==> src/rtl/mem_bus_arbiter.sv <==
// Round-robin two-requester arbiter and transfer sequencer for the shared 8-bit
// memory bus; writes below ROM_LIMIT are rejected and flagged with err.
module mem_bus_arbiter #(
    parameter int unsigned RD_LATENCY = 1,
    parameter logic [7:0]  ROM_LIMIT  = 8'h80
) (
    input  logic       clk,
    input  logic       reset,
    input  logic       req0,
    input  logic       req1,
    input  logic       wr0,
    input  logic       wr1,
    input  logic [7:0] addr0,
    input  logic [7:0] addr1,
    input  logic [7:0] wdata0,
    input  logic [7:0] wdata1,
    output logic       ack0,
    output logic       ack1,
    output logic       err0,
    output logic       err1,
    output logic [7:0] rdata0,
    output logic [7:0] rdata1,
    output logic [7:0] mem_addr,
    output logic [7:0] mem_wdata,
    output logic       mem_we,
    input  logic [7:0] mem_rdata,
    output logic       busy,
    output logic       owner
);

    typedef enum logic [1:0] {
        IDLE  = 2'd0,
        ISSUE = 2'd1,
        WAIT  = 2'd2,
        ACK   = 2'd3
    } state_t;

    state_t     state_r, state_nxt_s;
    logic [2:0] cnt_r, cnt_nxt_s;
    logic       last_grant_r, owner_r, wr_r, err_pend_r, mem_we_r;
    logic [7:0] mem_addr_r, mem_wdata_r, rdata0_r, rdata1_r;
    logic       ack0_r, ack1_r, err0_r, err1_r;
    logic       winner_s, grant_s, cap_rdata_s, ack_set_s;
    logic       sel_wr_s, rom_hit_s;
    logic [7:0] sel_addr_s, sel_wdata_s;

    // Winner selection: a tie goes to the requester that did not win last time.
    always_comb begin
        winner_s = 1'b0;
        if (req0 && req1) begin
            winner_s = ~last_grant_r;
        end else if (req1) begin
            winner_s = 1'b1;
        end else begin
            winner_s = 1'b0;
        end
        sel_wr_s    = winner_s ? wr1    : wr0;
        sel_addr_s  = winner_s ? addr1  : addr0;
        sel_wdata_s = winner_s ? wdata1 : wdata0;
        rom_hit_s   = (sel_addr_s < ROM_LIMIT);
    end

    // Next-state logic and per-cycle control strobes.
    always_comb begin
        state_nxt_s = state_r;
        cnt_nxt_s   = cnt_r;
        grant_s     = 1'b0;
        cap_rdata_s = 1'b0;
        ack_set_s   = 1'b0;
        case (state_r)
            IDLE: begin
                if (req0 || req1) begin
                    grant_s     = 1'b1;
                    state_nxt_s = ISSUE;
                end else begin
                    state_nxt_s = IDLE;
                end
            end
            ISSUE: begin
                if (wr_r) begin
                    ack_set_s   = 1'b1;
                    state_nxt_s = ACK;
                end else begin
                    cnt_nxt_s   = 3'(RD_LATENCY);
                    state_nxt_s = WAIT;
                end
            end
            WAIT: begin
                if (cnt_r == 3'd1) begin
                    cnt_nxt_s   = 3'd0;
                    cap_rdata_s = 1'b1;
                    ack_set_s   = 1'b1;
                    state_nxt_s = ACK;
                end else begin
                    cnt_nxt_s   = cnt_r - 3'd1;
                    state_nxt_s = WAIT;
                end
            end
            ACK: begin
                state_nxt_s = IDLE;
            end
            default: begin
                state_nxt_s = IDLE;
                cnt_nxt_s   = 3'd0;
            end
        endcase
    end

    // FSM state and latency counter.
    always_ff @(posedge clk or negedge reset) begin
        if (!reset) begin
            state_r <= IDLE;
            cnt_r   <= 3'd0;
        end else begin
            state_r <= state_nxt_s;
            cnt_r   <= cnt_nxt_s;
        end
    end

    // Bus registers, grant bookkeeping and per-requester completion outputs.
    always_ff @(posedge clk or negedge reset) begin
        if (!reset) begin
            last_grant_r <= 1'b1;
            owner_r      <= 1'b0;
            wr_r         <= 1'b0;
            err_pend_r   <= 1'b0;
            mem_addr_r   <= 8'h00;
            mem_wdata_r  <= 8'h00;
            mem_we_r     <= 1'b0;
            ack0_r       <= 1'b0;
            ack1_r       <= 1'b0;
            err0_r       <= 1'b0;
            err1_r       <= 1'b0;
            rdata0_r     <= 8'h00;
            rdata1_r     <= 8'h00;
        end else begin
            mem_we_r <= 1'b0;
            ack0_r   <= 1'b0;
            ack1_r   <= 1'b0;
            err0_r   <= 1'b0;
            err1_r   <= 1'b0;
            if (grant_s) begin
                owner_r      <= winner_s;
                last_grant_r <= winner_s;
                wr_r         <= sel_wr_s;
                mem_addr_r   <= sel_addr_s;
                mem_wdata_r  <= sel_wdata_s;
                mem_we_r     <= sel_wr_s & ~rom_hit_s;
                err_pend_r   <= sel_wr_s & rom_hit_s;
            end
            // err_pend_r is only ever set by a write, so reads complete with err = 0.
            if (ack_set_s) begin
                if (owner_r) begin
                    ack1_r <= 1'b1;
                    err1_r <= err_pend_r;
                end else begin
                    ack0_r <= 1'b1;
                    err0_r <= err_pend_r;
                end
            end
            if (cap_rdata_s) begin
                if (owner_r) begin
                    rdata1_r <= mem_rdata;
                end else begin
                    rdata0_r <= mem_rdata;
                end
            end
        end
    end

    assign ack0      = ack0_r;
    assign ack1      = ack1_r;
    assign err0      = err0_r;
    assign err1      = err1_r;
    assign rdata0    = rdata0_r;
    assign rdata1    = rdata1_r;
    assign mem_addr  = mem_addr_r;
    assign mem_wdata = mem_wdata_r;
    assign mem_we    = mem_we_r;
    assign owner     = owner_r;
    assign busy      = (state_r != IDLE);

endmodule

==> config.mk <==
export PLATFORM = sky130hd
export DESIGN_NAME = mem_bus_arbiter
export DESIGN_NICKNAME = d
export VERILOG_FILES = /design/src/rtl/mem_bus_arbiter.sv
export SDC_FILE = /design/constraint.sdc
export NUM_CORES = 1
export LEC_CHECK = 0
export BUFFER_PORTS_ARGS = -buffer_cell sky130_fd_sc_hd__buf_2
export CAP_MARGIN = 15
export CORE_MARGIN = 10
export CORE_UTILIZATION = 53
export CTS_BUF_LIST = sky130_fd_sc_hd__clkbuf_8
export DETAILED_ROUTE_END_ITERATION = 8
export PLACE_DENSITY = 0.84
export SYNTH_ARGS = -nofsm -noshare
export SYNTH_HDL_FRONTEND = slang
export SYNTH_SLANG_ARGS = --single-unit
==> constraint.sdc <==
create_clock -name clk -period 3.5 [get_ports clk]
set_input_delay 0.7 -clock clk [delete_from_list [all_inputs] [get_ports clk]]
set_output_delay 0.7 -clock clk [all_outputs]
set_load 0.02 [all_outputs]
# Word level (Yosys, flattened, before mapping)
# Cells that the tools add are included.
# W data, S select, Z words.
# word_totals
register_bits	46
inputBits	46
output_inout_bits	39
# classes
n_addsub	1
n_lt_le_gt_ge	1
eq_ne	5
mux	27
bitwise	5
reduce_logical	8
# ops
cell	n
$mux W1	20
$mux W8	2
$lt A8 B8 Y1 const B	1
$pmux W2 S4	1
$mux W3	2
$pmux W3 S2	1
$reduce_and A2 Y1	3
$eq A2 B2 Y1 const B	2
$reduce_bool A2 Y1	2
$eq A3 B1 Y1 const B	1
$not A1 Y1	3
$sub A3 B1 Y3 const B	1
$and A1 B1 Y1	2
$eq A2 B1 Y1 const B	1
$logic_not A2 Y1	1
$ne A2 B2 Y1 const B	1
$pmux W1 S2	1
$logic_and A1 B1 Y1	1
$logic_or A1 B1 Y1	1

# Logic depth before layout (Yosys ltp)
# Gate-level depths: netlist of run 1.
# logic_depth
word_depth	7
depth_mapped	7

# Least setup slack after synthesis of run 1
# OpenSTA, ideal clock, no wires.
# synth_timing
path_kind	register -> register
start	register state_r[0]
end	register rdata0_r[0], in the netlist rdata0[0]
setup_time_ps	125
t_arrival_ps	1369
t_required_ps	3375
path_slack_ps	2006
path_stages_with_launch	6
n_path_buf	0
cell_sequence	dfrtp_1 inv_1 ha_1 nand3b_1 nor2_4 mux2_2
# synth_between
elab_chain_len	3
# synth_rtl
element	line	rtl
start, declared	38	state_t state_r, state_nxt_s;
start signal, assigned	115	state_r <= state_nxt_s;
$eq A2 B2 Y1	70	case (state_r)
$mux W1	70	
$reduce_and A2 Y1 (no line)	--	
end signal, assigned	165	rdata0_r <= mem_rdata;
end, declared	41	logic [7:0] mem_addr_r, mem_wdata_r, rdata0_r, rdata1_r;
# No other way between the ends.
# A chain may end at the register's enable or synchronous reset.

# Worst setup path in the final report of run 1
# layout_timing
start	register state_r[0]
end	output busy
# layout_between
elab_chain_len	1
# layout_rtl
element	line	rtl
$reduce_bool A2 Y1	181	assign busy = (state_r != IDLE);
end, declared	27	output logic busy,
# No other way between the ends.

==> results_dict.tcl, run 1 <==
set metrics [dict create \
    synthesis.instances 166 \
    tritoncts "yes" \
    critical-path-slowest-cell "sky130_fd_sc_hd__dfrtp_1" \
    worst_ir_drop_vdd_mv 0.490 \
    antenna_violations_before_repair 0 \
    postRouteAntennaNets 0 \
    cts-resized-gates 0 \
    area_delta_synth_final_pct 27.4 \
    diodes 0 \
    post_synth_xor_area_fraction_pct 0 \
    worstHoldStart "mem_addr[4]" \
    setup_viol 0 \
    reg2regPathDepth 5 \
    p_sw_share_pct 40.2 \
    clkSlewWorstSetupHoldPaths_ns 0.08 \
    hold_crit_path_type "flip-flop to flip-flop" \
    netlist_top_cells_area "sky130_fd_sc_hd__dfrtp_1, sky130_fd_sc_hd__mux2_2, sky130_fd_sc_hd__mux2i_1, sky130_fd_sc_hd__nand2_1, sky130_fd_sc_hd__o21ai_1" \
    initial_core_util_pct 55.4 \
    simple_gate_portion_of_the_synthesized_area_pct 9.67 \
    h-tree-depth 2 \
    synth_compound_area_share_pct 8.81 \
    grt_pass1_wl_mm 7.70 \
    netlist.top_cell.by_area "sky130_fd_sc_hd__dfrtp_1" \
    cts_buffers 5 \
    drt_first_pass_iters 4 \
    yosys.area.top_type_share_pct 55.1 \
    timing.slew.headroom_pct 34.0 \
    syn-num-nets 218 \
    hold-path-endpoint "mem_addr[4]" \
    cts_buffer_depth 2 \
    net_switching_mw 0.993 \
    outcome "finished clean" \
    port_buffers 84 \
    max_stage_delay_ns 0.39 \
    core.rowCount 22 \
    floorplan.die.height_um 82.1 \
    drv_cap 0 \
    share_of_the_yosys_chip_area_belonging_to_registers_pct 56.4 \
    combinational_family_with_the_most_area_after_synthesis "multiplexers" \
    worst_path_most_repeated_cell "sky130_fd_sc_hd__inv_1" \
    synth-adder-area-share_pct 3.67 \
    highest_layer "met4" \
    cts.root.buffer_cell "sky130_fd_sc_hd__clkbuf_8" \
    drcViolationCount 0 \
    grt_usage_pct 14.7 \
    cts_setup_buffers 0 \
    p_per_area_nw_per_um2 949 \
    p_leak_nw 1.35 \
    post_synth_mux_area_share_pct 18.2 \
    timing.rr.end "rdata0[4]" \
    worst-path-max-fanout 5 \
    via_per_inst 5.06 \
    vias 1522 \
    detailroute.wirelength.met3_um 515 \
    core_um2 3690 \
    sort_of_element_at_the_end_of_the_critical_path "primary output" \
    syn_avg_cell_area_um2 12.3 \
    final_util_pct 70.6 \
    drt-wirelength-per-cell_um 15.7 \
    worst_ep_arrival_time_ns 1.31 \
    synth-edff-count 0 \
    timing.critical_path.cells "inv_1, ha_1, inv_1, buf_2" \
    timing.final.crit_period_ns 2.01 \
    tritoncts_num_sinks 46 \
    clk_latency_ns 0.29 \
    final_common_cell "sky130_fd_sc_hd__buf_2" \
    crit_required_ns 2.80 \
    period_share_pct 57.4 \
    post-layout-total-power_mw 2.47 \
    grt_remaining_overflow 0 \
    synth-async-reset-ratio_pct 100 \
    m1WireLength_mm 1.86 \
    min_path_cells 2 \
    final_nets 304 \
    ys_seq_elements 46 \
    dominantRegCellSynth "sky130_fd_sc_hd__dfrtp_1" \
    io-pin-count 85 \
    timing.final.max_slew_violations 0 \
    type_of_origin_of_the_critical_path "flip-flop" \
    routed_wirelength_mm 4.73 \
    grt_pass1_vias 1668 \
    die_x_um 82.1 \
    finalSetupTns_ns 0 \
    cts_hold_buf 0 \
    drive_above_1_share_pct 45.5 \
    finish.instance_area_um2 2600 \
    met2_wirelength_mm 2.29 \
    grt_max_degree 47 \
    crit_type "flip-flop to primary output" \
    maxClockFrequency_ghz 0.498 \
    detail_route.iter0.violations 56 \
    power_frac_comb_pct 46.8 \
    synth_warnings 0 \
    grt_setup_unrepaired "no" \
    layout.cells.most_common_list "sky130_fd_sc_hd__buf_2, sky130_fd_sc_hd__dfrtp_1, sky130_fd_sc_hd__nand2_1" \
    gp_congestion 0.731 \
    netlist_area_um2 2040 \
    worst_pin_slew_ns 0.990 \
    clock_skew_ns 0.00546 \
    final_hold_viol_count 0 \
    synth.lib_cells_used.distinct 31 \
    placed_cell_area_um2 2490 \
    dp_hpwl_mm 3.72 \
    hold-worst-slack_ns 0.482 \
    p_clk_share_pct 16.1 \
    rrSetupSlack_ns 1.79 \
    area_of_the_die_um2 6740 \
    cellInternalPower_mw 1.48 \
    power.sequential.fraction_pct 37.2 \
    r2r-start "state_r[0]" \
]
## cell usage after synthesis (2+ instances only)
| master | instances |
|---|---|
| sky130_fd_sc_hd__dfrtp_1 | 45 |
| sky130_fd_sc_hd__nand2_1 | 23 |
| sky130_fd_sc_hd__mux2i_1 | 18 |
| sky130_fd_sc_hd__mux2_2 | 17 |
| sky130_fd_sc_hd__o21ai_1 | 17 |
| sky130_fd_sc_hd__ha_1 | 6 |
| sky130_fd_sc_hd__inv_1 | 5 |
| sky130_fd_sc_hd__o21ai_0 | 5 |
| sky130_fd_sc_hd__buf_4 | 3 |
| sky130_fd_sc_hd__nor2b_1 | 3 |
| sky130_fd_sc_hd__a21oi_1 | 2 |
| sky130_fd_sc_hd__buf_6 | 2 |
| sky130_fd_sc_hd__nand3b_1 | 2 |
## power groups by stage
| stage | combinational, mW | clock, mW | sequential, mW |
|---|---|---|---|
| after floorplan | 0.558 | 0 | 1.17 |
| after global placement | 1.15 | 0 | 0.916 |
| after detailed placement | 1.18 | 0 | 0.928 |
| after CTS | 1.18 | 0.405 | 0.922 |
| after global routing | 1.28 | 0.424 | 0.958 |
| final | 1.16 | 0.397 | 0.919 |
## routing by layer
| metal | global-route usage [%] | up-vias |
|---|---|---|
| li1 | - | 747 |
| met1 | 15.3 | 714 |
| met2 | 25.2 | 56 |
| met3 | 7.02 | 5 |
| met4 | 5.61 | 0 |
| met5 | 0 | - |
## cell families after synthesis
logic type / Yosys count
simple gates: 38
buf+inv: 11
mux: 35
flops: 46
compound gates: 30
fa+ha+maj: 6
## how the worst max path moves through the flow
stage	endpoint	depth (start not counted)	from	slack (ns)
global placement	mem_wdata[0]	4	req1	1.49
CTS	busy	4	state_r[0]	1.47
detailed placement	mem_wdata[0]	4	req1	1.47
floorplan	rdata0[0]	5	state_r[0]	2.01
finish	busy	4	state_r[0]	1.49
global route	busy	4	state_r[0]	1.41
## flip-flops by register name, indices dropped and copies added, names as in the netlist, 2 cells and up
name and count:
rdata0 8, mem_addr 8, state_r 2, mem_wdata 8, rdata1 8, cnt_r 3
## cell type report
| cell class | instances | area, um2 |
|---|---|---|
| Clock buffer | 6 | 82.6 |
| Fill cell | 292 | 1080 |
| Tap cell | 48 | 60.1 |
| Inverter | 5 | 18.8 |
| Timing Repair Buffer | 85 | 428 |
| Multi-Input combinational cell | 109 | 828 |
| Sequential cell | 46 | 1150 |
| Clock inverter | 2 | 33.8 |
## critical path, delay by kind of cell, from the launching register on
kind	cells	cell delay (ns)
adders and majority gates	1	0.30
DFF	1	0.39
buffers and inverters	3	0.33
## stage by stage
step                      instances  setup slack (ns)
after floorplan                 166              2.01
after CTS                       301              1.47
after global routing            301              1.41
after global placement          293              1.49
after detailed placement        293              1.47
final                           301              1.49
Power figures use the tool's default switching activity.
==> run 2, diff against run 1 <==
--- a/config.mk
+++ b/config.mk
@@ -8,10 +8,10 @@
 export BUFFER_PORTS_ARGS = -buffer_cell sky130_fd_sc_hd__buf_2
 export CAP_MARGIN = 15
 export CORE_MARGIN = 10
-export CORE_UTILIZATION = 53
+export CORE_UTILIZATION = 45
 export CTS_BUF_LIST = sky130_fd_sc_hd__clkbuf_8
 export DETAILED_ROUTE_END_ITERATION = 8
-export PLACE_DENSITY = 0.84
+export PLACE_DENSITY = 0.76
 export SYNTH_ARGS = -nofsm -noshare
 export SYNTH_HDL_FRONTEND = slang
 export SYNTH_SLANG_ARGS = --single-unit
==> constraint.sdc (replaced) <==
create_clock -name clk -period 1.7 [get_ports clk]
set_input_delay 0.34 -clock clk [delete_from_list [all_inputs] [get_ports clk]]
set_output_delay 0.34 -clock clk [all_outputs]
set_load 0.02 [all_outputs]
==> run 2 against run 1 <==
  * The flow now finishes with violations (negative hold slack)
  * Clock-buffer cell count did not move
  * Critical endpoint unchanged
  * Power rose by 100%
  * Clock power rose by 75%
  * Register-to-register slack got worse by 1.6 ns
  * Sequential power rose by 110%
  * Non-clock buffer count rose by 4
  * Combinational power rose by 110%
  * Routed wire length fell by 5.0%
  * First-iteration DRC count rose by 11%
==> results_dict.tcl, run 2 (synthesis results as in run 1) <==
set metrics [dict create \
    floorplan.die.height_um 87.4 \
    die_x_um 87.4 \
    maxClockFrequency_ghz 0.631 \
    period_share_pct 93.2 \
    core.rowCount 24 \
    clock_skew_ns 0.00314 \
    routed_wirelength_mm 4.49 \
    layout.cells.most_common_list "sky130_fd_sc_hd__buf_2, sky130_fd_sc_hd__dfrtp_1, sky130_fd_sc_hd__nand2_1" \
    via_per_inst 4.91 \
    drive_above_1_share_pct 47.1 \
    hold_crit_path_type "input pin to asynchronous set/reset pin" \
    area_of_the_die_um2 7640 \
    grt_max_degree 27 \
    p_leak_nw 1.36 \
    cts_setup_buffers 0 \
    drv_cap 0 \
    timing.final.max_slew_violations 0 \
    drt-wirelength-per-cell_um 14.5 \
    type_of_origin_of_the_critical_path "flip-flop" \
    grt_setup_unrepaired "no" \
    clkSlewWorstSetupHoldPaths_ns 0.08 \
    antenna_violations_before_repair 0 \
    h-tree-depth 2 \
    critical-path-top-delay-family "flip-flops" \
    crit_required_ns 1.36 \
    cp_num_buf_inv 3 \
    rrSetupSlack_ns 0.15 \
    cts.root.buffer_cell "sky130_fd_sc_hd__clkbuf_8" \
    setup_viol 0 \
    timing.critical_path.cells "inv_1, ha_2, inv_1, buf_2" \
    outcome "complete, but fails checks" \
    tritoncts_num_sinks 46 \
    cts_buffers 5 \
    drcViolationCount 0 \
    critical-path-slowest-cell "sky130_fd_sc_hd__dfrtp_1" \
    crit_type "flip-flop to primary output" \
    cts_buffer_depth 2 \
    postRouteAntennaNets 0 \
    final_util_pct 60.4 \
    gp_congestion 0.746 \
    core_um2 4380 \
    timing.final.crit_period_ns 1.58 \
    grt_usage_pct 12.3 \
    finish.instance_area_um2 2650 \
    grt_remaining_overflow 0 \
    dp_hpwl_mm 3.65 \
    number_of_filler_instances_in_the_final_layout 384 \
    sort_of_element_at_the_end_of_the_critical_path "primary output" \
    worst-path-max-fanout 5 \
    diodes 0 \
    initial_core_util_pct 46.6 \
    finalSetupTns_ns 0 \
    grt_pass1_wl_mm 7.69 \
    worst_ep_arrival_time_ns 1.24 \
    timing.slew.headroom_pct 68.1 \
    drt_first_pass_iters 4 \
    final_hold_viol_count 6 \
    io-pin-count 85 \
    port_buffers 84 \
    violated_checks "negative hold slack" \
    max_stage_delay_ns 0.39 \
    tritoncts "yes" \
    p_per_area_nw_per_um2 1890 \
    worst_path_most_repeated_cell "sky130_fd_sc_hd__inv_1" \
    final-instance-count-excl-fill 309 \
    placed_cells 301 \
    hold-worst-slack_ns -0.00756 \
    clk_latency_ns 0.29 \
    area_delta_synth_final_pct 29.6 \
    final_common_cell "sky130_fd_sc_hd__buf_2" \
    grt_pass1_vias 1657 \
    worst_ir_drop_vdd_mv 0.956 \
    placed_cell_area_um2 2550 \
    worst_pin_slew_ns 0.479 \
    detail_route.iter0.violations 62 \
    vias 1517 \
    cts_hold_buf 0 \
    final_nets 308 \
]
[run 2: routing by layer]
| metal | vias to the layer above | routed length (um) | GRT usage, % |
|---|---|---|---|
| met5 | - | 0 | 0 |
| met4 | 0 | 38 | 2.61 |
| met3 | 5 | 565 | 7.02 |
| met1 | 691 | 1930 | 14.4 |
| li1 | 755 | - | - |
| met2 | 66 | 1960 | 19.2 |
[run 2: worst register-to-register path: cells and delay by family (launching register included)]
family                     cells  cell delay (ns)
adders and majority gates      1             0.18
buffers and inverters          1             0.11
DFF                            1             0.39
muxes                          1             0.37
and+or+nand+nor                2             0.38
[run 2: cell type report]
| cell class | instances | area (um2) | share of cell area [%] |
|---|---|---|---|
| clock inverters | 2 | 16.3 | 0.614 |
| well taps | 52 | 65.1 | 2.46 |
| repair buffers | 89 | 483 | 18.2 |
| multi-input cells | 109 | 831 | 31.4 |
| flip-flops and latches | 46 | 1150 | 43.5 |
| inverters | 5 | 18.8 | 0.709 |
| clock buffers | 6 | 82.6 | 3.12 |
[run 2: metrics by stage]
step	total power [mW]	setup slack (ns)
2_1_floorplan	3.56	0.206
3_3_place_gp	4.31	0.210
4_1_cts	5.10	0.0521
6_report	5.01	0.116
3_5_place_dp	4.39	0.154
5_1_grt	5.44	0.00922
[run 2: power by group]
| group | switching (mW) | total (mW) | leakage (nW) | internal, mW |
|---|---|---|---|---|
| Sequential | 0.291 | 1.91 | 0.564 | 1.62 |
| Clock | 0.359 | 0.693 | 0.0478 | 0.334 |
| Combinational | 1.41 | 2.41 | 0.745 | 1.01 |
[run 2: repair_timing]
item | 4_1_cts | 5_1_grt
endpoints found under the setup margin | 0 | 1
gates resized for setup | 0 | 1
endpoints found under the hold margin | 0 | 0
[run 2: final timing paths]
kind / start / to / cells past startpoint
max in group asynchronous: reset / last_grant_r / 2
min reg2reg: mem_addr[4] / mem_addr[4] / 2
min: reset / rdata1[0] / 1
max: state_r[0] / busy / 4
max reg2reg: state_r[0] / rdata0[4] / 5
min in group clk: mem_rdata[4] / rdata1[4] / 2
==> run 3, diff against run 2 <==
--- a/config.mk
+++ b/config.mk
@@ -9,7 +9,7 @@
 export CAP_MARGIN = 15
 export CORE_MARGIN = 10
 export CORE_UTILIZATION = 45
-export CTS_BUF_LIST = sky130_fd_sc_hd__clkbuf_8
+export CTS_BUF_LIST = sky130_fd_sc_hd__clkbuf_4
 export DETAILED_ROUTE_END_ITERATION = 8
 export PLACE_DENSITY = 0.76
 export SYNTH_ARGS = -nofsm -noshare
==> run 3 against run 2 <==
  * The flow now finishes without violations
  * Sequential cell count is the same
  * Combinational power grew 2%
  * Global-route usage is essentially flat
  * Largest cell class unchanged
  * Sequential share of layout area grew 0.35 points
  * Critical path type unchanged
  * Clock power shrank 28%
==> results_dict.tcl, run 3 (synthesis results as in run 1) <==
set metrics [dict create \
    placed_cells 301 \
    timing.rr.end "rdata0[0]" \
    tritoncts_num_sinks 46 \
    grt_pass1_vias 1675 \
    r2r-start "state_r[0]" \
    antenna_violations_before_repair 0 \
    gp_congestion 0.746 \
    rrSetupSlack_ns 0.13 \
    worst_slack_ns 0.111 \
    cts_buffer_depth 2 \
    grt_usage_pct 12.3 \
    drt-wirelength-per-cell_um 14.5 \
    final_nets 309 \
    timing.final.max_slew_violations 0 \
    final-instance-count-excl-fill 310 \
    multiInputGateArea_um2 841 \
    timing.final.crit_period_ns 1.59 \
    outcome "finished clean" \
    area_delta_synth_final_pct 28.5 \
    vias 1539 \
    timing.slew.headroom_pct 68.1 \
    preCtsSetupSlack_ns 0.154 \
    p_leak_nw 1.34 \
    diodes 0 \
    worst_pin_slew_ns 0.479 \
    min_path_cells 2 \
    reg2regPathDepth 5 \
    final_hold_viol_count 0 \
    worstHoldStart "mem_rdata[4]" \
    clock_skew_ns 0.00238 \
    cts.root.buffer_cell "sky130_fd_sc_hd__clkbuf_4" \
    worst-path-max-fanout 5 \
    die_x_um 87.4 \
    setup_viol 0 \
    routed_wirelength_mm 4.48 \
    floorplan.die.height_um 87.4 \
    type_of_origin_of_the_critical_path "flip-flop" \
    drcViolationCount 0 \
    cts_setup_buffers 0 \
    drt_first_pass_iters 4 \
    finalSetupTns_ns 0 \
    final_common_cell "sky130_fd_sc_hd__buf_2" \
    period_share_pct 93.5 \
    initial_core_util_pct 46.6 \
    core.rowCount 24 \
    h-tree-depth 2 \
    drv_cap 0 \
    grt_max_degree 27 \
    grt_pass1_wl_mm 7.77 \
    crit_type "flip-flop to primary output" \
    p_per_area_nw_per_um2 1850 \
    dp_hpwl_mm 3.65 \
    final_util_pct 59.9 \
    cts_buffers 5 \
    clk_latency_ns 0.34 \
    worst_ep_arrival_time_ns 1.25 \
    clkSlewWorstSetupHoldPaths_ns 0.13 \
    postRouteAntennaNets 0 \
    hold_crit_path_type "input pin to flip-flop" \
    io-pin-count 85 \
    drive_above_1_share_pct 46.9 \
    crit_required_ns 1.36 \
    regArea_um2 1150 \
    via_per_inst 4.96 \
    area_of_the_die_um2 7640 \
    detail_route.iter0.violations 45 \
    maxClockFrequency_ghz 0.629 \
    sort_of_element_at_the_end_of_the_critical_path "primary output" \
    grt_remaining_overflow 0 \
    core_um2 4380 \
    worst_ir_drop_vdd_mv 0.968 \
    hold-path-endpoint "rdata1[4]" \
    number_of_filler_instances_in_the_final_layout 386 \
    layout.cells.most_common_list "sky130_fd_sc_hd__buf_2, sky130_fd_sc_hd__dfrtp_1, sky130_fd_sc_hd__nand2_1" \
    tritoncts "yes" \
    port_buffers 84 \
]
[run 3: cell count changes in the layout (fill, tap and decap cells not counted), sizes merged]
cell | previous run | this run
clkbuf | 6 | 5
clkinv | 0 | 1
dlygate4sd3 | 0 | 1
[run 3: cell type report]
class / count / area share, %
repair buffers: 90 / 18.8
multi-input cells: 109 / 32.0
clock inverters: 3 / 0.762
clock buffers: 5 / 1.43
flip-flops and latches: 46 / 43.9
inverters: 5 / 0.714
well taps: 52 / 2.48
[run 3: power breakdown]
group          switching, mW  leakage [nW]  total, mW  internal, mW
registers              0.295         0.564       1.91          1.61
logic                   1.42         0.750       2.46          1.04
clock network          0.338        0.0292      0.500         0.162
total                   2.05          1.34       4.87          2.82
[run 3: per-layer routing]
layer,wire length [um],up-vias,GRT usage (%),part of all wire [%]
li1,-,763,-,-
met1,1930,705,14.5,43
met2,1980,66,19.6,44
met3,542,5,6.09,12
met4,32,0,3.04,0.71
met5,0,-,0,0
[run 3: how the worst max path moves through the flow]
| stage | to | slack [ns] | depth (start not counted) | start |
|---|---|---|---|---|
| floorplan | rdata0[0] | 0.21 | 5 | state_r[0] |
| global placement | rdata0[4] | 0.21 | 5 | state_r[0] |
| detailed placement | rdata0[0] | 0.15 | 5 | state_r[0] |
| CTS | busy | 0.02 | 4 | state_r[0] |
| global route | busy | -0.001 | 4 | state_r[1] |
| finish | busy | 0.11 | 4 | state_r[1] |
[run 3: worst max-delay path, cell delays in order, from the launching register on]
cell and delay (ns):
sky130_fd_sc_hd__dfrtp_1 0.41, sky130_fd_sc_hd__inv_1 0.13, sky130_fd_sc_hd__ha_4 0.18, sky130_fd_sc_hd__inv_1 0.04, sky130_fd_sc_hd__buf_2 0.15
[run 3: metrics by stage]
step / total power [mW] / area, um2 / hold WS [ns]
global route: 5.29 / 2630 / 0.205
finish: 4.87 / 2630 / 0.233
global placement: 4.31 / 2550 / 0.324
floorplan: 3.56 / 2040 / 0.0444
detailed placement: 4.39 / 2550 / 0.325
CTS: 4.91 / 2620 / 0.211
[run 3: what timing repair did]
| action | CTS | global route |
|---|---|---|
| pin swaps | 0 | 1 |
| endpoints found under the setup margin | 1 | 1 |
| hold buffers | 1 | 0 |
| gates resized for setup | 1 | 2 |
| hold endpoints to repair | 20 | 0 |
| cloned | 0 | 0 |
